===== src/rtl/rms_ctx_sequencer_if.sv =====
// Context-sequencer bus: control-unit requests, rms context in/out and data-memory port.
// The slave modport is the sequencer side, the master modport is the surrounding system.
interface rms_ctx_sequencer_if #(
  parameter int WORD_W = 16,
  parameter int NREGS  = 15,
  parameter int ADDR_W = 16
);
  logic                      call_req;
  logic                      ret_req;
  logic [ADDR_W-1:0]         sp_in;
  logic [NREGS*WORD_W-1:0]   ctx_in;
  logic [NREGS*WORD_W-1:0]   ctx_out;
  logic                      restore;
  logic [ADDR_W-1:0]         mem_addr;
  logic [WORD_W-1:0]         mem_wdata;
  logic                      mem_we;
  logic                      mem_re;
  logic [WORD_W-1:0]         mem_rdata;
  logic                      mem_ready;
  logic                      busy;
  logic                      stall;
  logic                      done;
  logic                      err;
  logic                      chk_err;

  modport slave (
    input  call_req, ret_req, sp_in, ctx_in, mem_rdata, mem_ready,
    output ctx_out, restore, mem_addr, mem_wdata, mem_we, mem_re,
           busy, stall, done, err, chk_err
  );

  modport master (
    output call_req, ret_req, sp_in, ctx_in, mem_rdata, mem_ready,
    input  ctx_out, restore, mem_addr, mem_wdata, mem_we, mem_re,
           busy, stall, done, err, chk_err
  );
endinterface


===== src/rtl/rms_ctx_sequencer.sv =====
// Spills/refills the rms function-call context to stack memory one word per beat.
// Optional RMS_CTX_CHECKSUM_EN appends an XOR word to each frame and checks it on restore.
//
// state | meaning
// IDLE  | waiting for call_req / ret_req
// SAVE  | writing shadow words to base+cnt
// LOAD  | reading frame words from base+cnt into shadow
// RDONE | one cycle: ctx_out valid, restore and done pulsed
module rms_ctx_sequencer #(
  parameter int WORD_W = 16,
  parameter int NREGS  = 15,
  parameter int ADDR_W = 16
) (
  input  logic                 clk,
  input  logic                 rst_n,
  rms_ctx_sequencer_if.slave   bus
);
  localparam int CNT_W = $clog2(NREGS + 1);
  localparam logic [CNT_W-1:0] NREGS_CNT = CNT_W'(NREGS);
`ifdef RMS_CTX_CHECKSUM_EN
  localparam logic [CNT_W-1:0] LAST_CNT = CNT_W'(NREGS);
`else
  localparam logic [CNT_W-1:0] LAST_CNT = CNT_W'(NREGS - 1);
`endif

  typedef enum logic [1:0] {IDLE, SAVE, LOAD, RDONE} stateT;

  stateT                    stateQ, stateD;
  logic [CNT_W-1:0]         cntQ;
  logic [ADDR_W-1:0]        baseQ;
  logic [WORD_W-1:0]        shadowQ [0:NREGS-1];
  logic [NREGS*WORD_W-1:0]  ctxOutQ;
  logic [NREGS*WORD_W-1:0]  ctxPack;
  logic                     doneQ;
  logic                     errQ;
  logic                     chkErrQ;
  logic                     memWe, memRe;
  logic                     beat, lastBeat;
  logic [WORD_W-1:0]        saveWord;
  logic [WORD_W-1:0]        xorAll;

  assign beat     = (memWe | memRe) & bus.mem_ready;
  assign lastBeat = beat && (cntQ == LAST_CNT);

  always_comb begin
    xorAll = '0;
    for (int i = 0; i < NREGS; i++) begin
      xorAll = xorAll ^ shadowQ[i];
    end
  end

`ifdef RMS_CTX_CHECKSUM_EN
  assign saveWord = (cntQ == NREGS_CNT) ? xorAll : shadowQ[cntQ];
`else
  assign saveWord = shadowQ[cntQ];
`endif

  // Frame as it will look once the current read beat lands; loaded into ctx_out on entry to RDONE.
  always_comb begin
    ctxPack = '0;
    for (int i = 0; i < NREGS; i++) begin
      ctxPack[i*WORD_W +: WORD_W] = (CNT_W'(i) == cntQ) ? bus.mem_rdata : shadowQ[i];
    end
  end

  always_comb begin
    stateD = stateQ;
    memWe  = 1'b0;
    memRe  = 1'b0;
    case (stateQ)
      IDLE: begin
        if (bus.call_req)     stateD = SAVE;
        else if (bus.ret_req) stateD = LOAD;
      end
      SAVE: begin
        memWe = 1'b1;
        if (lastBeat) stateD = IDLE;
      end
      LOAD: begin
        memRe = 1'b1;
        if (lastBeat) stateD = RDONE;
      end
      RDONE:   stateD = IDLE;
      default: stateD = IDLE;
    endcase
  end

  always_ff @(posedge clk or negedge rst_n) begin
    if (!rst_n) begin
      stateQ  <= IDLE;
      cntQ    <= '0;
      baseQ   <= '0;
      ctxOutQ <= '0;
      doneQ   <= 1'b0;
      errQ    <= 1'b0;
      chkErrQ <= 1'b0;
      for (int i = 0; i < NREGS; i++) shadowQ[i] <= '0;
    end else begin
      stateQ  <= stateD;
      doneQ   <= 1'b0;
      chkErrQ <= 1'b0;
      // Any request outside IDLE is dropped, as is a ret that collides with a call.
      errQ    <= ((stateQ != IDLE) && (bus.call_req || bus.ret_req)) ||
                 ((stateQ == IDLE) && bus.call_req && bus.ret_req);
      case (stateQ)
        IDLE: begin
          if (bus.call_req || bus.ret_req) begin
            baseQ <= bus.sp_in;
            cntQ  <= '0;
          end
          if (bus.call_req) begin
            for (int i = 0; i < NREGS; i++) shadowQ[i] <= bus.ctx_in[i*WORD_W +: WORD_W];
          end
        end
        SAVE: begin
          if (beat) cntQ <= cntQ + CNT_W'(1);
          if (lastBeat) doneQ <= 1'b1;
        end
        LOAD: begin
          if (beat) begin
            cntQ <= cntQ + CNT_W'(1);
            if (cntQ < NREGS_CNT) shadowQ[cntQ] <= bus.mem_rdata;
          end
          if (lastBeat) begin
            ctxOutQ <= ctxPack;
            chkErrQ <= (xorAll != bus.mem_rdata);
          end
        end
        default: ;
      endcase
    end
  end

  assign bus.mem_we    = memWe;
  assign bus.mem_re    = memRe;
  assign bus.mem_addr  = (memWe | memRe) ? (baseQ + ADDR_W'(cntQ)) : '0;
  assign bus.mem_wdata = memWe ? saveWord : '0;
  assign bus.busy      = (stateQ != IDLE);
  assign bus.stall     = (stateQ != IDLE);
  assign bus.restore   = (stateQ == RDONE);
  assign bus.done      = doneQ | (stateQ == RDONE);
  assign bus.err       = errQ;
  assign bus.ctx_out   = ctxOutQ;
`ifdef RMS_CTX_CHECKSUM_EN
  assign bus.chk_err   = chkErrQ & (stateQ == RDONE);
`else
  assign bus.chk_err   = 1'b0;
`endif
endmodule

===== src/flat_wrapper.sv =====
// flat-port wrapper written by rule: the top's interface ports become plain ports
module rms_ctx_sequencer_flat 
#(
  parameter int WORD_W = 16,
  parameter int NREGS  = 15,
  parameter int ADDR_W = 16
)
  (clk, rst_n, bus_call_req, bus_ret_req, bus_sp_in, bus_ctx_in, bus_mem_rdata, bus_mem_ready, bus_ctx_out, bus_restore, bus_mem_addr, bus_mem_wdata, bus_mem_we, bus_mem_re, bus_busy, bus_stall, bus_done, bus_err, bus_chk_err);
  rms_ctx_sequencer_if #(.WORD_W(WORD_W), .NREGS(NREGS), .ADDR_W(ADDR_W)) bus_i ();
  input  logic clk;
  input  logic rst_n;
  input wire logic [$bits(bus_i.call_req)-1:0] bus_call_req;
  input wire logic [$bits(bus_i.ret_req)-1:0] bus_ret_req;
  input wire logic [$bits(bus_i.sp_in)-1:0] bus_sp_in;
  input wire logic [$bits(bus_i.ctx_in)-1:0] bus_ctx_in;
  input wire logic [$bits(bus_i.mem_rdata)-1:0] bus_mem_rdata;
  input wire logic [$bits(bus_i.mem_ready)-1:0] bus_mem_ready;
  output wire logic [$bits(bus_i.ctx_out)-1:0] bus_ctx_out;
  output wire logic [$bits(bus_i.restore)-1:0] bus_restore;
  output wire logic [$bits(bus_i.mem_addr)-1:0] bus_mem_addr;
  output wire logic [$bits(bus_i.mem_wdata)-1:0] bus_mem_wdata;
  output wire logic [$bits(bus_i.mem_we)-1:0] bus_mem_we;
  output wire logic [$bits(bus_i.mem_re)-1:0] bus_mem_re;
  output wire logic [$bits(bus_i.busy)-1:0] bus_busy;
  output wire logic [$bits(bus_i.stall)-1:0] bus_stall;
  output wire logic [$bits(bus_i.done)-1:0] bus_done;
  output wire logic [$bits(bus_i.err)-1:0] bus_err;
  output wire logic [$bits(bus_i.chk_err)-1:0] bus_chk_err;
  assign bus_i.call_req = bus_call_req;
  assign bus_i.ret_req = bus_ret_req;
  assign bus_i.sp_in = bus_sp_in;
  assign bus_i.ctx_in = bus_ctx_in;
  assign bus_i.mem_rdata = bus_mem_rdata;
  assign bus_i.mem_ready = bus_mem_ready;
  assign bus_ctx_out = bus_i.ctx_out;
  assign bus_restore = bus_i.restore;
  assign bus_mem_addr = bus_i.mem_addr;
  assign bus_mem_wdata = bus_i.mem_wdata;
  assign bus_mem_we = bus_i.mem_we;
  assign bus_mem_re = bus_i.mem_re;
  assign bus_busy = bus_i.busy;
  assign bus_stall = bus_i.stall;
  assign bus_done = bus_i.done;
  assign bus_err = bus_i.err;
  assign bus_chk_err = bus_i.chk_err;
  rms_ctx_sequencer #(.WORD_W(WORD_W), .NREGS(NREGS), .ADDR_W(ADDR_W)) u_core (.clk(clk), .rst_n(rst_n), .bus(bus_i));
endmodule

===== config.mk =====
export PLATFORM = sky130hd
export DESIGN_NAME = rms_ctx_sequencer_flat
export DESIGN_NICKNAME = d
export VERILOG_FILES = /design/src/rtl/rms_ctx_sequencer_if.sv /design/src/rtl/rms_ctx_sequencer.sv /design/src/flat_wrapper.sv
export SDC_FILE = /design/constraint.sdc
export NUM_CORES = 1
export LEC_CHECK = 0
export CAP_MARGIN = 0
export CELL_PAD_IN_SITES_DETAIL_PLACEMENT = 1
export CELL_PAD_IN_SITES_GLOBAL_PLACEMENT = 1
export CORE_UTILIZATION = 40
export CTS_CLUSTER_SIZE = 8
export DETAILED_ROUTE_END_ITERATION = 7
export PLACE_DENSITY_LB_ADDON = 0.1
export SLEW_MARGIN = 30
export SYNTH_ARGS = -nofsm -noshare
export SYNTH_HDL_FRONTEND = slang
export SYNTH_SLANG_ARGS = --single-unit

===== constraint.sdc =====
create_clock -name clk -period 8.6 [get_ports clk]
set_clock_uncertainty 0.05 [all_clocks]
set_input_delay 2.15 -clock clk [delete_from_list [all_inputs] [get_ports clk]]
set_output_delay 2.15 -clock clk [all_outputs]
set_load 0.1 [all_outputs]

======== After elaboration in Yosys (flattened, before gate mapping) ========
Cells that the tools add are included.
storage, ports and cells
  register bits after elaboration ......... 504
  output and inout bits ................... 280
  logic and storage cells ................. 113
operators by class
  eq/ne operators ......................... 26
  reductions and logical operators ........ 18
  order comparisons ....................... 3
  bitwise logic cells ..................... 4
  muxes and demuxes ....................... 39
  add/subtract/negate cells ............... 2
operator list
  operator               count
  $mux W240              3
  $pmux W240 S2          1
  $mux W16               20
  $bwmux W240            1
  $bmux W16 S4           1
  $demux W16 S4          1
  $eq A4 B4 Y1 const A   7
  $add A16 B4 Y16        1
  $eq A3 B4 Y1 const A   4
  $ne A2 B1 Y1 const B   6
  $eq A2 B4 Y1 const A   2
  $mux W2                4
  $mux W4                2
  $pmux W2 S4            1
  $pmux W4 S2            1
  $reduce_and A3 Y1      2
  $reduce_bool A2 Y1     3
  $ge A5 B5 Y1 const B   1
  $logic_and A1 B1 Y1    5
  $lt A5 B1 Y1 const B   1
  $not A4 Y5             1
  $add A4 B1 Y4 const B  1
  $eq A1 B4 Y1 const A   1
  $eq A2 B2 Y1 const B   2
  14 further kinds       20

======== Longest topological paths before layout ========
  word-level depth ........................ 9
  gate-level depth with buffers ........... 14
  depth with buffers taken out ............ 8

======== Least setup slack after synthesis ========
OpenSTA, ideal clock, no wires.
  path kind ............................... register to output
  start point ............................. register u_core.cntQ[1]
  end point ............................... output port bus_mem_addr[4]
  slack ................................... 2,329 ps
  stages on the path, launching flop included .. 10
  arrival ................................. 4,071 ps
  path through ............................ dfrtp_1 -> clkbuf_1 -> buf_2 -> buf_2 -> inv_1 -> fa_1 -> nor2b_1 -> o21ai_1 -> and3_1 -> nor3_1
on the way
  longest elaborated chain between the ends .. 2
RTL lines
  element                 line                      text
  start, declared         rms_ctx_sequencer.sv:29   logic [CNT_W-1:0] cntQ;
  start signal, assigned  rms_ctx_sequencer.sv:116  if (beat) cntQ <= cntQ + CNT_W'(1);
  start signal, assigned  rms_ctx_sequencer.sv:121  cntQ <= cntQ + CNT_W'(1);
  $add A16 B4 Y16         rms_ctx_sequencer.sv:136  assign bus.mem_addr = (memWe | memRe) ? (baseQ + ADDR_W'(cntQ)) : '0;
  $mux W16                rms_ctx_sequencer.sv:136
  end, declared           flat_wrapper.sv:20        output wire logic [$bits(bus_i.mem_addr)-1:0] bus_mem_addr;
Every way passes these cells.

======== Worst setup path in the final report ========
  start point ............................. register u_core.cntQ[1]
  end point ............................... output port bus_mem_wdata[12]
on the way
  longest elaborated chain between the ends .. 5
RTL lines
  element                                       line                      text
  $not A4 Y5 (implied by the code)              rms_ctx_sequencer.sv:55   assign saveWord = shadowQ[cntQ];
  $bmux W16 S4                                  rms_ctx_sequencer.sv:55
  $mux W16 (implied by the code) (2 in series)  rms_ctx_sequencer.sv:55
  $mux W16                                      rms_ctx_sequencer.sv:137  assign bus.mem_wdata = memWe ? saveWord : '0;
  end, declared                                 flat_wrapper.sv:21        output wire logic [$bits(bus_i.mem_wdata)-1:0] bus_mem_wdata;
Every way passes these cells. The select of a mux whose other input is x is not followed.

==> impl_results.md <==
- DP Worst Slack: around 2.6 ns
- Outcome: finished clean
- Syn. warnings: 0
- WL per Instance: 31.53 um
- HPWL Detailed: roughly 83000 um
- IO buf count: 555
- First-pass GRT wire length: between 150000 and 200000 um
- Top-Level Pins: between 500 and 600
- Distinct cells, synth: 57
- Synth-to-Final Area Change: 29.75%
- Fin. Hold Viols: 0
- Synth Flop Type: dfrtp_1
- 1st-iter DRT viols: ~2600
- Post-Syn Area: around 26000 um2
- Max incr delay on CP: approximately 1.2 ns
- PwrDens: 371.7 nW/um2
- Post-route cell area: between 30000 and 40000 um2
- Post-Route Setup TNS: 0 ns
- Worst Hold Class: reg2reg
- Crit end category: primary output
- GRT Total Usage: roughly 36%
- First-pass DRT Iterations: 5
- CTS sink count: between 500 and 600
- Synth top area share: 48.93%
- Row cnt: 92
- Synth Register Bits: between 500 and 600
- Number of synthesized flops with an enable pin: 0
- TritonCTS Buffers: a little over 70
- Top post-synthesis cells by area: dfrtp_1 (49%), o22ai_1 (10%), mux2i_1 (9.9%)
- Vias: around 24000
- DRT Wirelength: 120000 um
- Seq/Total Area, Yosys: between 40% and 50%
- Flip-flop and latch area: 12620 um2
- Headroom to the max-slew limit: between 20% and 30%
- Placer Congestion: about 0.9
- Full die area: approximately 65000 um2
- CTS resizes: 0
- Post-CTS Setup Inserts: 0
- Vias in the first global route: around 25000
- Gate Count Post-Synth: roughly 2600
- Antenna Nets Post-Route: 0
- Most instantiated cells after synthesis: dfrtp_1 (504), o22ai_1 (431), nand2_1 (277)
- Worst VDD drop: between 0.4 and 0.5 mV
- Crit path DAT: around 4.3 ns
- Synth Net Count: approximately 2800
- Async set-reset flop share out of synthesis: 100.0%
- Filler Cell Count: about 6800
- Avg Cell Area, Syn: between 10 and 15 um2
- Setup WS post-layout: between 2 and 2.5 ns
- Die W: 255.8 um
- Post-layout net count: roughly 3200
- CTS tree: done
- Critical path peak fanout: 59
- Period minus WS final: 6.531 ns
- Core area: between 60000 and 70000 um2
- Final setup fails: 0
- Placed cell area: between 30000 and 40000 um2
- Die H: approximately 260 um
- Cell Chain, Critical Path: buf_4 -> mux2i_1 -> nand2_1 -> a32oi_1 -> o211ai_1 -> clkdlybuf4s50_1
- Total congestion overflow: 0
- Largest area contributor in the netlist: dfrtp_1
- Vias per cell: ~6.4
- Critical Path RT: ~6.4 ns
- Initial Utilization: between 40% and 50%
- Worst path slowest cell: clkdlybuf4s50_1
- Root Driver: clkbuf_16
- Setup CP Type: reg2out
- H-tree depth: 3
- Critical path launch point type: register
- RSZ-0062 raised after global routing: no
- Max-slew violation total from the final report: 0
- CTS Hold Bufs: 0
- DRC viols: 0
- Most numerous cell in the Yosys netlist: dfrtp_1
- Clk_lat worst skew: ~0.6 ns
- Pleak: ~14 nW
- Multi-input gate area: about 12000 um2
- Share of layout cells above drive strength 1: just over 8%
- Antenna violations before repair: 19
- Fmax: around 150 MHz
- Worst Tran Pin Value: 1.099 ns
- Clock slew at reported path FFs: ~0.060 ns
- Longest Clk Path Bufs: 3
- Maxcap violations: 0
- Tcrit/Tclk final: 75.95%
- Power Total: ~12 mW
- Hold_ws: 0.4250 ns
- Largest net degree at the start of global routing: about 210
[routing by layer]
layer | vias up | global-route usage (%) | routed length, um
met1 | 12570 | 47.93 | 48550
met5 | - | 0 | 52
met3 | 257 | 7.140 | 10010
met2 | 1317 | 57.13 | 56610
li1 | 10340 | - | -
met4 | 8 | 15.62 | 4792
[path summary, 6_finish.rpt]
kind / from / end / slack (ns) / cells after the start
setup / recovery: u_core.cntQ[1]$_DFFE_PN0P_ / bus_mem_wdata[12] / 2.07 / 6
hold / removal: u_core.bus.ctx_out[176]$_DFFE_PN0P_ / u_core.bus.ctx_out[176]$_DFFE_PN0P_ / 0.43 / 2
setup reg to reg: u_core.cntQ[1]$_DFFE_PN0P_ / u_core.shadowQ[228]$_DFFE_PN0P_ / 4.36 / 8
hold reg to reg: u_core.bus.ctx_out[176]$_DFFE_PN0P_ / u_core.bus.ctx_out[176]$_DFFE_PN0P_ / 0.43 / 2
max in group asynchronous: rst_n / u_core.shadowQ[60]$_DFFE_PN0P_ / 5.60 / 3
min in group asynchronous: rst_n / u_core.bus.ctx_out[44]$_DFFE_PN0P_ / 1.46 / 1
[layout by cell type, fill, tap and decap left out, types with 7 or more instances in the layout]
cell type	netlist	final
inv_1	9	9
mux2i_1	254	254
a2bb2oi_1	12	12
buf_2	81	17
nor2_1	84	83
clkdlybuf4s50_1	0	534
o21ai_0	232	232
diode_2	0	16
and2_1	13	13
o32ai_1	32	32
dfrtp_1	504	501
or3_1	17	17
and3_1	14	14
ha_1	12	11
a22o_1	8	8
mux4_2	43	43
a221o_1	7	7
o221ai_1	10	10
nand2_1	277	274
xnor2_1	10	10
mux2_2	32	32
o22ai_1	431	431
buf_4	32	23
nand3_2	11	13
a21oi_1	186	186
clkbuf_16	0	76
[where the power goes]
group / leakage (nW) / internal, mW / total [mW] / switching (mW)
clock: 0.950 / 1.55 / 2.61 / 1.07
combinational: 6.99 / 2.08 / 5.61 / 3.53
sequential: 6.37 / 3.05 / 4.21 / 1.16
total: 14.3 / 6.67 / 12.4 / 5.76
[area by class of cell]
type,count,share of cell area (%)
Timing Repair Buffer,589,17.58
Inverter,13,0.1459
Clock inverter,2,0.07483
Tap cell,846,3.165
Antenna cell,16,0.1197
Multi-Input combinational cell,1759,35.47
Sequential cell,504,37.74
Clock buffer,78,5.709
[critical path, delay by kind of cell (launching register included)]
| family | cells | cell delay (ns) |
|---|---|---|
| multiplexers | 1 | 0.22 |
| AND/OR/NAND/NOR | 1 | 0.17 |
| buffers and inverters | 2 | 1.97 |
| flip-flops | 1 | 0.72 |
| AO/OA/AOI/OAI | 2 | 0.55 |
[metrics by stage]
| step | std cells | utilization, % |
|---|---|---|
| after global placement | 3706 | 49.45 |
| after CTS | 3788 | 52.53 |
| after global routing | 3804 | 52.72 |
| after detailed placement | 3708 | 49.48 |
| after floorplan | 2556 | - |
| final | 3807 | 52.73 |
[logic make-up (layout without fill, tap and decap cells)]
logic type	count (synthesis)	after routing	synth area share, %
xor gates and xnor gates	10	10	0.3398
AOI/OAI and AO/OA	952	952	21.97
buffers and inverters	293	682	5.306
other	1	17	0.01455
DFF	504	504	48.93
muxes	329	329	15.02
adders and majority gates	14	14	0.6990
and+or+nand+nor	453	453	7.718
[flip-flops by register name, indices dropped and copies added, names as in the netlist]
signal	flops
u_core.shadowQ	240
u_core.stateQ	2
u_core.baseQ	16
u_core.bus.err	1
u_core.bus.ctx_out	240
u_core.doneQ	1
u_core.cntQ	4
No activity file was read; power rests on OpenSTA's default activity.
